--- config.mk ---
export PLATFORM = sky130hd
export DESIGN_NAME = inst_encoder
export DESIGN_NICKNAME = d
export VERILOG_FILES = /design/src/rtl/mips_pkg.sv /design/src/rtl/inst_fifo.sv /design/src/rtl/inst_encoder.sv
export SDC_FILE = /design/constraint.sdc
export NUM_CORES = 1
export LEC_CHECK = 0
export CORE_UTILIZATION = 40
export CTS_BUF_LIST = sky130_fd_sc_hd__clkbuf_16
export CTS_CLUSTER_SIZE = 20
export DETAILED_ROUTE_END_ITERATION = 16
export PLACE_DENSITY = 0.65
export SLEW_MARGIN = 30
export SYNTH_ARGS = -nofsm -noshare
export SYNTH_HDL_FRONTEND = slang
export SYNTH_HIERARCHICAL = 1
export SYNTH_SLANG_ARGS = --single-unit
--- constraint.sdc ---
create_clock -name clk -period 3.98 [get_ports clk]
set_clock_uncertainty 0.15 [all_clocks]
set_input_delay 0.995 -clock clk [delete_from_list [all_inputs] [get_ports clk]]
set_output_delay 0.995 -clock clk [all_outputs]
set_load 0.02 [all_outputs]
--- src/rtl/mips_pkg.sv ---
// Shared MIPS instruction-format definitions: opcodes, format tags, field ranges
// and the encoder FIFO entry layout.
package mips_pkg;

    localparam int unsigned INSTR_W = 32;
    localparam int unsigned ADDR_W  = 32;
    localparam int unsigned FMT_W   = 2;

    localparam logic [5:0] OP_RTYPE = 6'h00;
    localparam logic [5:0] OP_J     = 6'h02;
    localparam logic [5:0] OP_JAL   = 6'h03;

    typedef enum logic [FMT_W-1:0] {
        FMT_R = 2'd0,
        FMT_I = 2'd1,
        FMT_J = 2'd2
    } fmt_e;

    // Field bit ranges within a 32-bit instruction word
    localparam int unsigned OPCODE_MSB = 31;
    localparam int unsigned OPCODE_LSB = 26;
    localparam int unsigned RS_MSB     = 25;
    localparam int unsigned RS_LSB     = 21;
    localparam int unsigned RT_MSB     = 20;
    localparam int unsigned RT_LSB     = 16;
    localparam int unsigned RD_MSB     = 15;
    localparam int unsigned RD_LSB     = 11;
    localparam int unsigned SHAMT_MSB  = 10;
    localparam int unsigned SHAMT_LSB  = 6;
    localparam int unsigned FUNCT_MSB  = 5;
    localparam int unsigned FUNCT_LSB  = 0;
    localparam int unsigned IMM_MSB    = 15;
    localparam int unsigned IMM_LSB    = 0;
    localparam int unsigned JADDR_MSB  = 25;
    localparam int unsigned JADDR_LSB  = 0;

    typedef struct packed {
        logic [INSTR_W-1:0] instr;
        logic [ADDR_W-1:0]  addr;
        fmt_e               fmt;
    } fifo_entry_t;

endpackage

--- src/rtl/inst_fifo.sv ---
// Synchronous FIFO of encoded instruction entries with occupancy count.
// Storage is zeroed on reset only; clear just empties the queue.
module inst_fifo
    import mips_pkg::*;
#(
    parameter int unsigned DEPTH = 4
) (
    input  logic                         clk,
    input  logic                         reset,
    input  logic                         clear,
    input  logic                         push,
    input  fifo_entry_t                  wdata,
    input  logic                         pop,
    output fifo_entry_t                  rdata,
    output logic                         full,
    output logic                         empty,
    output logic [$clog2(DEPTH+1)-1:0]   count
);

    localparam int unsigned PTR_W = $clog2(DEPTH);
    localparam int unsigned CNT_W = $clog2(DEPTH + 1);

    fifo_entry_t      mem [DEPTH];
    logic [PTR_W-1:0] wr_ptr;
    logic [PTR_W-1:0] rd_ptr;
    logic             do_push;
    logic             do_pop;

    assign full    = (count == CNT_W'(DEPTH));
    assign empty   = (count == '0);
    assign do_push = push && !full;
    assign do_pop  = pop && !empty;
    assign rdata   = mem[rd_ptr];

    // Pointers wrap naturally since DEPTH is a power of two
    always_ff @(posedge clk) begin
        if (reset || clear) begin
            wr_ptr <= '0;
            rd_ptr <= '0;
            count  <= '0;
        end else begin
            if (do_push) wr_ptr <= wr_ptr + PTR_W'(1);
            if (do_pop)  rd_ptr <= rd_ptr + PTR_W'(1);
            case ({do_push, do_pop})
                2'b10:   count <= count + CNT_W'(1);
                2'b01:   count <= count - CNT_W'(1);
                default: count <= count;
            endcase
        end
    end

    always_ff @(posedge clk) begin
        if (reset) begin
            mem <= '{default: '0};
        end else if (do_push && !clear) begin
            mem[wr_ptr] <= wdata;
        end
    end

endmodule

--- src/rtl/inst_encoder.sv ---
// Streaming MIPS field-to-word encoder: packs R/I/J fields, tags each word with
// its byte address and queues it for the instruction-memory write port.
module inst_encoder
    import mips_pkg::*;
#(
    parameter int unsigned DEPTH     = 4,
    parameter logic [31:0] BASE_ADDR = 32'h0000_0000
) (
    input  logic                         clk,
    input  logic                         reset,
    input  logic                         clear,
    input  logic                         in_valid,
    output logic                         in_ready,
    input  logic [5:0]                   opcode,
    input  logic [4:0]                   rs,
    input  logic [4:0]                   rt,
    input  logic [4:0]                   rd,
    input  logic [4:0]                   shamt,
    input  logic [5:0]                   funct,
    input  logic [15:0]                  immediate,
    input  logic [25:0]                  address,
    output logic                         out_valid,
    input  logic                         out_ready,
    output logic [31:0]                  out_instr,
    output logic [31:0]                  out_addr,
    output logic [1:0]                   out_type,
    output logic [$clog2(DEPTH+1)-1:0]   count,
    output logic [15:0]                  instr_total
);

    logic               full;
    logic               empty;
    logic               accept;
    logic [INSTR_W-1:0] word;
    fmt_e               fmt;
    logic [ADDR_W-1:0]  next_addr;
    fifo_entry_t        wdata;
    fifo_entry_t        head;

    assign in_ready = !full && !clear && !reset;
    assign accept   = in_valid && in_ready;

    // Format selection and field packing; fields unused by the format stay zero
    always_comb begin
        word = '0;
        fmt  = FMT_I;
        word[OPCODE_MSB:OPCODE_LSB] = opcode;
        case (opcode)
            OP_RTYPE: begin
                fmt = FMT_R;
                word[RS_MSB:RS_LSB]       = rs;
                word[RT_MSB:RT_LSB]       = rt;
                word[RD_MSB:RD_LSB]       = rd;
                word[SHAMT_MSB:SHAMT_LSB] = shamt;
                word[FUNCT_MSB:FUNCT_LSB] = funct;
            end
            OP_J, OP_JAL: begin
                fmt = FMT_J;
                word[JADDR_MSB:JADDR_LSB] = address;
            end
            default: begin
                fmt = FMT_I;
                word[RS_MSB:RS_LSB]   = rs;
                word[RT_MSB:RT_LSB]   = rt;
                word[IMM_MSB:IMM_LSB] = immediate;
            end
        endcase
    end

    assign wdata = '{instr: word, addr: next_addr, fmt: fmt};

    // Address tag and accepted-word counter; both wrap naturally
    always_ff @(posedge clk) begin
        if (reset || clear) begin
            next_addr   <= BASE_ADDR;
            instr_total <= '0;
        end else if (accept) begin
            next_addr   <= next_addr + 32'd4;
            instr_total <= instr_total + 16'd1;
        end
    end

    inst_fifo #(
        .DEPTH (DEPTH)
    ) u_fifo (
        .clk   (clk),
        .reset (reset),
        .clear (clear),
        .push  (accept),
        .wdata (wdata),
        .pop   (out_ready),
        .rdata (head),
        .full  (full),
        .empty (empty),
        .count (count)
    );

    assign out_valid = !empty;
    assign out_instr = head.instr;
    assign out_addr  = head.addr;
    assign out_type  = head.fmt;

endmodule

# Word level (Yosys, flattened, before mapping)
# Index checks and enable logic that the tools add are counted.
# word_totals
output_inout_bits	87
wordCells	58
reg_bits	319
in_bits	79
# op_classes
muxes	9
magnitude_cmp	3
eq_ne	5
n_bitwise	2
addsub	6
reduce_logical	16
# ops
cell	count
264-bit bitwise mux	1
66-bit two-way mux	3
66-bit binary-select mux with 2-bit select	1
66-bit demux with 2-bit select	1
26-bit case mux with 2 select lines	1
32-bit by 3-bit adder with 32-bit output, second input constant	1
16-bit by 1-bit adder with 16-bit output, second input constant	1
6-bit by 2-bit == test with 1-bit output, second input constant	2
1-bit logical AND	7
3-bit >= comparator, second input constant	2
6-bit logical NOT	1
2-bit inverter with 3-bit output	2
3-bit case mux with 2 select lines	1
2-bit by 1-bit adder with 2-bit output, second input constant	2
1-bit logical NOT	4
2-bit case mux with 2 select lines	1
3-bit by 1-bit adder with 3-bit output, second input constant	1
3-bit == test, second input constant	1
3-bit logical NOT	1
3-bit by 1-bit less-than comparator with 1-bit output, second input constant	1
3-bit by 1-bit subtractor with 3-bit output, second input constant	1
2-bit by 1-bit == test with 1-bit output, second input constant	1
2-bit == test, second input constant	1
2-bit nonzero test	1
other kinds (2)	2

# Depth between registers and ports, before layout
# Gate-level depths: netlist of run 1.
# logic_depth
word_depth	8
depth_mapped	14
ltp_nobuf	11

# By module
# Netlist of run 1, hierarchy kept.
# by_module_without_submodules
mod	area_per_inst_um2	cells_per_inst	seq_area_each_um2	n_inst
inst_fifo	12358.1	1063	5425.2	1
inst_encoder	2524.9	323	920.9	1

# Worst setup path after synthesis of run 1
# No wires, ideal clock.
# synth_path
kind	input-to-reg
startpoint	input port reset
endpoint	register u_fifo/mem[223] (netlist bit)
t_required_ns	3.758
arrival_ns	3.256
cell_stages	11
setup_time_ns	0.072
path_slack_ns	0.502
n_path_buf	6
path_cell_list	or4b_4 > buf_6 > clkinv_1 > buf_1 > nor2b_1 > clkbuf_1 > and3_1 > clkbuf_1 > buf_6 > buf_6 > mux2i_1
# synth_between
elab_chain_cells	5
# synth_lines
item	line	text
start, declared	inst_encoder.sv:10	input logic reset,
1-bit logical NOT	inst_encoder.sv:40	assign in_ready = !full && !clear && !reset;
1-bit logical AND	inst_encoder.sv:40	
1-bit logical AND	inst_encoder.sv:41	assign accept = in_valid && in_ready;
net accept	inst_encoder.sv:33	logic accept;
1-bit logical AND	inst_fifo.sv:31	assign do_push = push && !full;
1-bit logical AND	inst_fifo.sv:55	end else if (do_push && !clear) begin
end signal, assigned by index	inst_fifo.sv:56	mem[wr_ptr] <= wdata;
end, declared	inst_fifo.sv:23	fifo_entry_t mem [DEPTH];
# The timed path passes the listed nets, and every way through them passes these cells.
# A chain may end at the register's enable or synchronous reset.

# Worst setup path in the final report of run 1
# layout_path
startpoint	register u_fifo.rd_ptr[1]
endpoint	output port out_instr[23]
# layout_between
elab_chain_cells	4
# layout_lines
item	line	text
start, declared	inst_fifo.sv:25	logic [PTR_W-1:0] rd_ptr;
start signal, assigned	inst_fifo.sv:43	if (do_pop) rd_ptr <= rd_ptr + PTR_W'(1);
2-bit inverter with 3-bit output (implied by the code)	inst_fifo.sv:33	assign rdata = mem[rd_ptr];
66-bit binary-select mux with 2-bit select	inst_fifo.sv:33	
66-bit two-way mux (implied by the code) (2 in series)	inst_fifo.sv:33	
end, declared	inst_encoder.sv:24	output logic [31:0] out_instr,
# No other way between the ends. The select of a mux whose other input is x is not followed.

==> flow_summary.yaml, run 1 <==
setup_path:
  crit_path_end_kind: "primary output"
  start_kind: "register"
  crit_type: "register to primary output"
  worstPathMaxFanout: 17
  arrival_ps: 2510
  cp_data_required_time_ps: 2830
detailed_routing:
  first_pass_iters: 4
  drt-total-wl_um: 33900
  ant_nets: 0
  drcViolationCount: 0
  dr_total_vias: 10253
  routed_via_density: 5.10
  first_iter_violations: 407
  wl_per_cell_um: 16.8
die:
  die_h_um: 195
  io-pin-count: 166
  coreArea_mm2: 0.0366
  die_x_um: 195
  fp-row-count: 70
  initial_core_util_pct: 40.7
  dieArea_mm2: 0.0380
synthesis:
  async_reset_ff_share_pct: 0
  synthXorXnorAreaFrac_pct: 1.00
  synth.area.top_cells: "dfxtp_1 (43%), mux2i_1 (18%), nand2b_1 (14%)"
  synth-simple-area-share_pct: 19.8
  synth_area_leader_cell: "dfxtp_1"
  synth_edf_count: 0
  syn-cell-area_mm2: 0.0149
  ys_warn_count: 6
  synth_top_family_by_area: "multiplexers"
  synth_top_area_share_pct: 42.6
  synthMuxAreaShare_pct: 28.6
  avgSynthCellArea_um2: 10.7
  syn_inst: 1386
  synth_fa_ha_area_share_pct: 0.723
  synth.yosys.seq_area_share_pct: 42.6
  synth_cell_types: 39
  synth_ff_type: "dfxtp_1"
  synth_compound_area_share_pct: 3.26
  ys_ff_latch: 317
placement:
  port_buffers: 165
  place.gp.congestion: 0.756
  postPlaceCellArea_mm2: 0.0170
  dpl.hpwl_um: 20700
  dp_slack_ps: 216
  dp.cells: 1945
cts:
  cts_resized: 0
  cts.htree.levels: 2
  cts_root_buf: "clkbuf_16"
  clockBufferDepth: 3
  cts_buffers: 36
  cts_tree: "built"
  path_clk_slew_ps: 60
  cts.sinks: 317
  clk_latency_ps: 510
power:
  vdd_drop_max_mv: 0.225
  p_seq_share_pct: 48.6
  p_sw_share_pct: 22.0
  power_frac_comb_pct: 5.0
  internal-power_mw: 5.12
  powerDensity_mw_per_mm2: 362
  switchingPower_mw: 1.44
  p_clk_share_pct: 46.4
  leakagePower_nw: 7.29
layout:
  fillers: 3323
  final_cells: 2012
  layout-drive-gt1-share_pct: 10.8
  mostFrequentLayoutCell: "nand2b_1"
  final_cell_mix: "nand2b_1 (330), dfxtp_1 (315), mux2i_1 (266)"
  synthToLayoutAreaGrowth_pct: 21.6
  nets: 1604
  n_antenna_cell: 0
  fin_area_mm2: 0.0181
min_path:
  holdCritPathClass: "register to register"
sta:
  min_period_over_period_pct: 91.7
  hold_viol: 0
  maxClockFrequency_mhz: 274
  hold_ws_ps: 318
  tns_ps: 0
  period_needed_ps: 3650
  setup_viol: 0
  rsz0062_at_grt: "no"
  relSlewSlack_pct: 49.8
  worst_slew_pin_slew_ps: 754
  slew_viol_final: 0
  fin_ws_ps: 329
grt:
  grt_overflow: 0
  grt_pass1_wl_um: 54700
  grt_pass1_vias: 10441
  grtUsageMet3_pct: 3.56
  grt_max_degree: 334
  antenna_found_initial: 0
  grt_usage_pct: 17.5
  met1_usage_pct: 23.5
  grt.busiest_layer: "met2"
  grtUsageMet2_pct: 29.2
run_status:
  status: "completed"
run:
  drv_cap: 0
[critical path, stage by stage, from the launching register on]
cell	delay, ps
dfxtp_4	600
buf_4	280
mux4_2	530
clkdlybuf4s50_1	570
[metal layers]
metal / wire length, um / share of wire (%)
met2: 15600 / 46
met5: 0 / 0
met1: 16300 / 48
met4: 454 / 1.3
met3: 1570 / 4.6
[synth_stat cells (2+ instances only)]
cell type / instances
buf_4: 18
nand2b_1: 330
dfxtp_1: 317
nand2_1: 54
xnor2_1: 6
buf_2: 18
xor2_1: 11
nand4_1: 12
mux4_2: 66
ha_1: 7
or4_1: 13
and4_1: 4
mux2i_1: 266
clkbuf_1: 56
nor2_1: 20
nor3_1: 3
a22oi_1: 16
nor4_1: 3
o21ai_0: 21
buf_1: 4
or2_2: 2
or3_1: 20
and3_1: 5
and2_1: 4
mux2_2: 10
inv_1: 15
nand3_1: 25
o31ai_1: 12
a21oi_1: 33
buf_6: 6
[registers in the layout (all words and copies together), names as in the netlist]
register,flops
instr_total,16
next_addr,30
u_fifo/count,3
u_fifo/mem,264
u_fifo/rd_ptr,2
u_fifo/wr_ptr,2
[cells by family after synthesis]
family                   Yosys count
flip-flops                       317
AND/OR/NAND/NOR                  500
buffers and inverters            118
other                              1
XOR/XNOR                          17
multiplexers                     342
AO/OA/AOI/OAI                     83
adder cells (fa/ha/maj)            8
[layout make-up]
class / count / area (um^2) / share of cell area (%)
Clock buffer: 37 / 926 / 5.12
Timing Repair Buffer: 194 / 2020 / 11.1
Clock inverter: 28 / 155 / 0.857
Sequential cell: 317 / 6350 / 35.1
Tap cell: 468 / 586 / 3.23
Inverter: 16 / 60.1 / 0.332
Multi-Input combinational cell: 952 / 8010 / 44.2
[repair_timing]
| action | 4_1_cts | 5_1_grt |
|---|---|---|
| setup endpoints to repair | 0 | 3 |
| hold buffers | 0 | 0 |
| buffers inserted | 0 | 1 |
[stage by stage]
| stage | util (%) | power, mW |
|---|---|---|
| CTS | 49.3 | 6.66 |
| floorplan | - | 3.45 |
| detailed placement | 46.4 | 3.59 |
| global placement | 46.4 | 3.58 |
| finish | 49.4 | 6.56 |
| global route | 49.4 | 6.81 |
[power groups by stage]
stage	combinational (mW)	sequential [mW]	clock (mW)
2_1_floorplan	0.187	3.26	0
3_3_place_gp	0.325	3.26	0
3_5_place_dp	0.327	3.26	0
4_1_cts	0.329	3.19	3.14
5_1_grt	0.351	3.19	3.27
6_report	0.328	3.19	3.04
[final timing paths]
check	start	end	slack [ps]	cells after the start
setup / recovery	u_fifo/rd_ptr[1]	out_instr[23]	330	3
hold / removal	u_fifo/mem[174]	u_fifo/mem[174]	320	2
setup reg to reg	u_fifo/count[1]	next_addr[25]	550	6
hold reg to reg	u_fifo/mem[174]	u_fifo/mem[174]	320	2
Note: power is estimated with default switching activity, not from simulation.
==> inputs of run 2 (changes only) <==
--- a/config.mk
+++ b/config.mk
@@ -5,13 +5,14 @@
 export SDC_FILE = /design/constraint.sdc
 export NUM_CORES = 1
 export LEC_CHECK = 0
+export CELL_PAD_IN_SITES_DETAIL_PLACEMENT = 1
+export CELL_PAD_IN_SITES_GLOBAL_PLACEMENT = 1
 export CORE_UTILIZATION = 40
 export CTS_BUF_LIST = sky130_fd_sc_hd__clkbuf_16
 export CTS_CLUSTER_SIZE = 20
 export DETAILED_ROUTE_END_ITERATION = 16
-export PLACE_DENSITY = 0.65
+export PLACE_DENSITY = 0.81
 export SLEW_MARGIN = 30
 export SYNTH_ARGS = -nofsm -noshare
 export SYNTH_HDL_FRONTEND = slang
-export SYNTH_HIERARCHICAL = 1
 export SYNTH_SLANG_ARGS = --single-unit
==> flow_summary.yaml, run 2 <==
cts:
  clk_latency_ps: 510
  cts_buffers: 35
  post_cts_buffers: 0
  clockBufferDepth: 3
  cts_root_buf: "clkbuf_16"
  cts_resized: 0
  cts.htree.levels: 2
  cts_tree: "built"
  hold_buffers: 0
  path_clk_slew_ps: 60
  cts.sinks: 309
sta:
  period_needed_ps: 3750
  worst_slew_pin_slew_ps: 944
  rsz0062_at_grt: "no"
  slew_viol_final: 0
  min_period_over_period_pct: 94.3
  tns_ps: 0
  setup_viol: 0
  relSlewSlack_pct: 36.5
  maxClockFrequency_mhz: 266
  hold_viol: 0
  hold_ws_ps: 299
grt:
  grtUsageMet2_pct: 42.1
  antenna_found_initial: 0
  grt_usage_pct: 23.9
  grt_pass1_wl_um: 64700
  met1_usage_pct: 30.2
  grt_max_degree: 97
  grt_pass1_vias: 12159
  grtUsageMet3_pct: 4.07
  grt_overflow: 0
  grt.busiest_layer: "met2"
layout:
  n_antenna_cell: 0
  mostFrequentLayoutCell: "nand2_1"
  reg_top3: "u_fifo.mem x256, next_addr x30, instr_total x16"
  final_cell_mix: "nand2_1 (322), dfxtp_1 (307), a21oi_1 (176)"
  regMostFlops: "u_fifo.mem"
  synthToLayoutAreaGrowth_pct: 24.5
  nets: 1667
  layout-drive-gt1-share_pct: 10.9
  largest_register_ffs: 256
synthesis:
  ys_ff_latch: 309
  synth_area_leader_cell: "dfxtp_1"
  synth_cell_types: 47
  synth_top_area_share_pct: 46.6
  synth.yosys.seq_area_share_pct: 46.6
  yosysMostFrequentCell: "nand2_1"
  yosys-top-cells-count: "nand2_1 (322), dfxtp_1 (309), a21oi_1 (176)"
  synth_edf_count: 0
  ys_warn_count: 0
  syn_inst: 1477
  synth_ff_type: "dfxtp_1"
  synth.area.top_cells: "dfxtp_1 (47%), mux4_2 (11%), nand2_1 (9.1%)"
  syn-cell-area_mm2: 0.0133
  avgSynthCellArea_um2: 8.99
  async_reset_ff_share_pct: 0
run_status:
  status: "completed"
placement:
  port_buffers: 163
  dpl.hpwl_um: 25400
  place.gp.congestion: 0.764
detailed_routing:
  drcViolationCount: 0
  drt-total-wl_um: 40600
  first_pass_iters: 5
  ant_nets: 0
  dr_total_vias: 11661
  routed_via_density: 5.70
  wl_per_cell_um: 19.9
  first_iter_violations: 611
setup_path:
  cp_data_required_time_ps: 2830
  crit_type: "register to primary output"
  slowest_stage: "mux4_2"
  arrival_ps: 2610
  worstPathMaxFanout: 28
  crit_path_end_kind: "primary output"
  slowest_delay_ps: 610
  worstPathCellList: "buf_12 -> mux4_2 -> clkdlybuf4s50_1"
  start_kind: "register"
min_path:
  holdCritPathClass: "register to register"
power:
  leakagePower_nw: 5.15
  powerDensity_mw_per_mm2: 399
  vdd_drop_max_mv: 0.261
run:
  drv_cap: 0
die:
  initial_core_util_pct: 40.7
  io-pin-count: 166
  fp-row-count: 66
  die_h_um: 184
  coreArea_mm2: 0.0326
  die_x_um: 184
  dieArea_mm2: 0.0339
[run 2: changes by cell type after synthesis, sizes merged, moves of 9 or more]
cell    change
clkbuf     +48
nor2      +103
a21oi     +143
nand2b    -330
nand2     +268
a221oi     +16
mux2       -10
a211oi    +104
a22oi      -16
o41ai       +9
mux2i     -255
and4       +19
[run 2: path summary, 6_finish.rpt]
path | slack, ps | cells after the start | endpoint | from
worst max-delay path | 230 | 3 | out_addr[12] | u_fifo.rd_ptr[0]
worst max register to register | 1260 | 10 | u_fifo.count[2] | u_fifo.count[2]
worst min-delay path | 300 | 2 | u_fifo.mem[67] | u_fifo.mem[67]
worst min register to register | 300 | 2 | u_fifo.mem[67] | u_fifo.mem[67]
[run 2: kinds of logic after synthesis]
logic type,Yosys count,share of synthesized area (%)
adder cells (fa/ha/maj),8,0.810
XOR/XNOR,15,0.989
other,1,0.0282
AO/OA/AOI/OAI,343,16.1
flip-flops,309,46.6
buffers and inverters,160,4.87
multiplexers,75,11.7
AND/OR/NAND/NOR,566,18.9
[run 2: area by class of cell]
type	count	area, um^2
Clock buffer	38	951
Sequential cell	309	6190
Tap cell	442	553
Timing Repair Buffer	212	2180
Inverter	13	48.8
Fill cell	3644	16100
Clock inverter	21	146
Multi-Input combinational cell	1009	6460
[run 2: per-stage QoR]
stage	total power [mW]	area (um^2)	utilization, %	cells	setup slack (ps)
floorplan	3.37	13300	-	1478	800
global placement	3.55	15400	47.3	1985	298
detailed placement	3.56	15400	47.3	1985	325
CTS	6.66	16500	50.7	2044	189
global route	6.80	16500	50.7	2044	130
finish	6.60	16500	50.7	2044	227
[run 2: critical path: cells and delay by family (launching register included)]
kind | cells | cell delay (ps)
buffers and inverters | 2 | 890
flip-flops | 1 | 590
multiplexers | 1 | 610
[run 2: where the power goes]
part | internal, mW | switching, mW | leakage, nW
combinational | 0.168 | 0.198 | 2.09
sequential | 3.11 | 0.0136 | 2.49
clock | 1.84 | 1.26 | 0.564
total | 5.12 | 1.47 | 5.15
[run 2: layer usage]
metal	vias to the layer above	share of wire (%)	routed length, um
met1	5875	44	17900
met4	0	1.7	691
met3	47	5.1	2050
met2	265	49	20000
met5	-	0	0
li1	5474	-	-
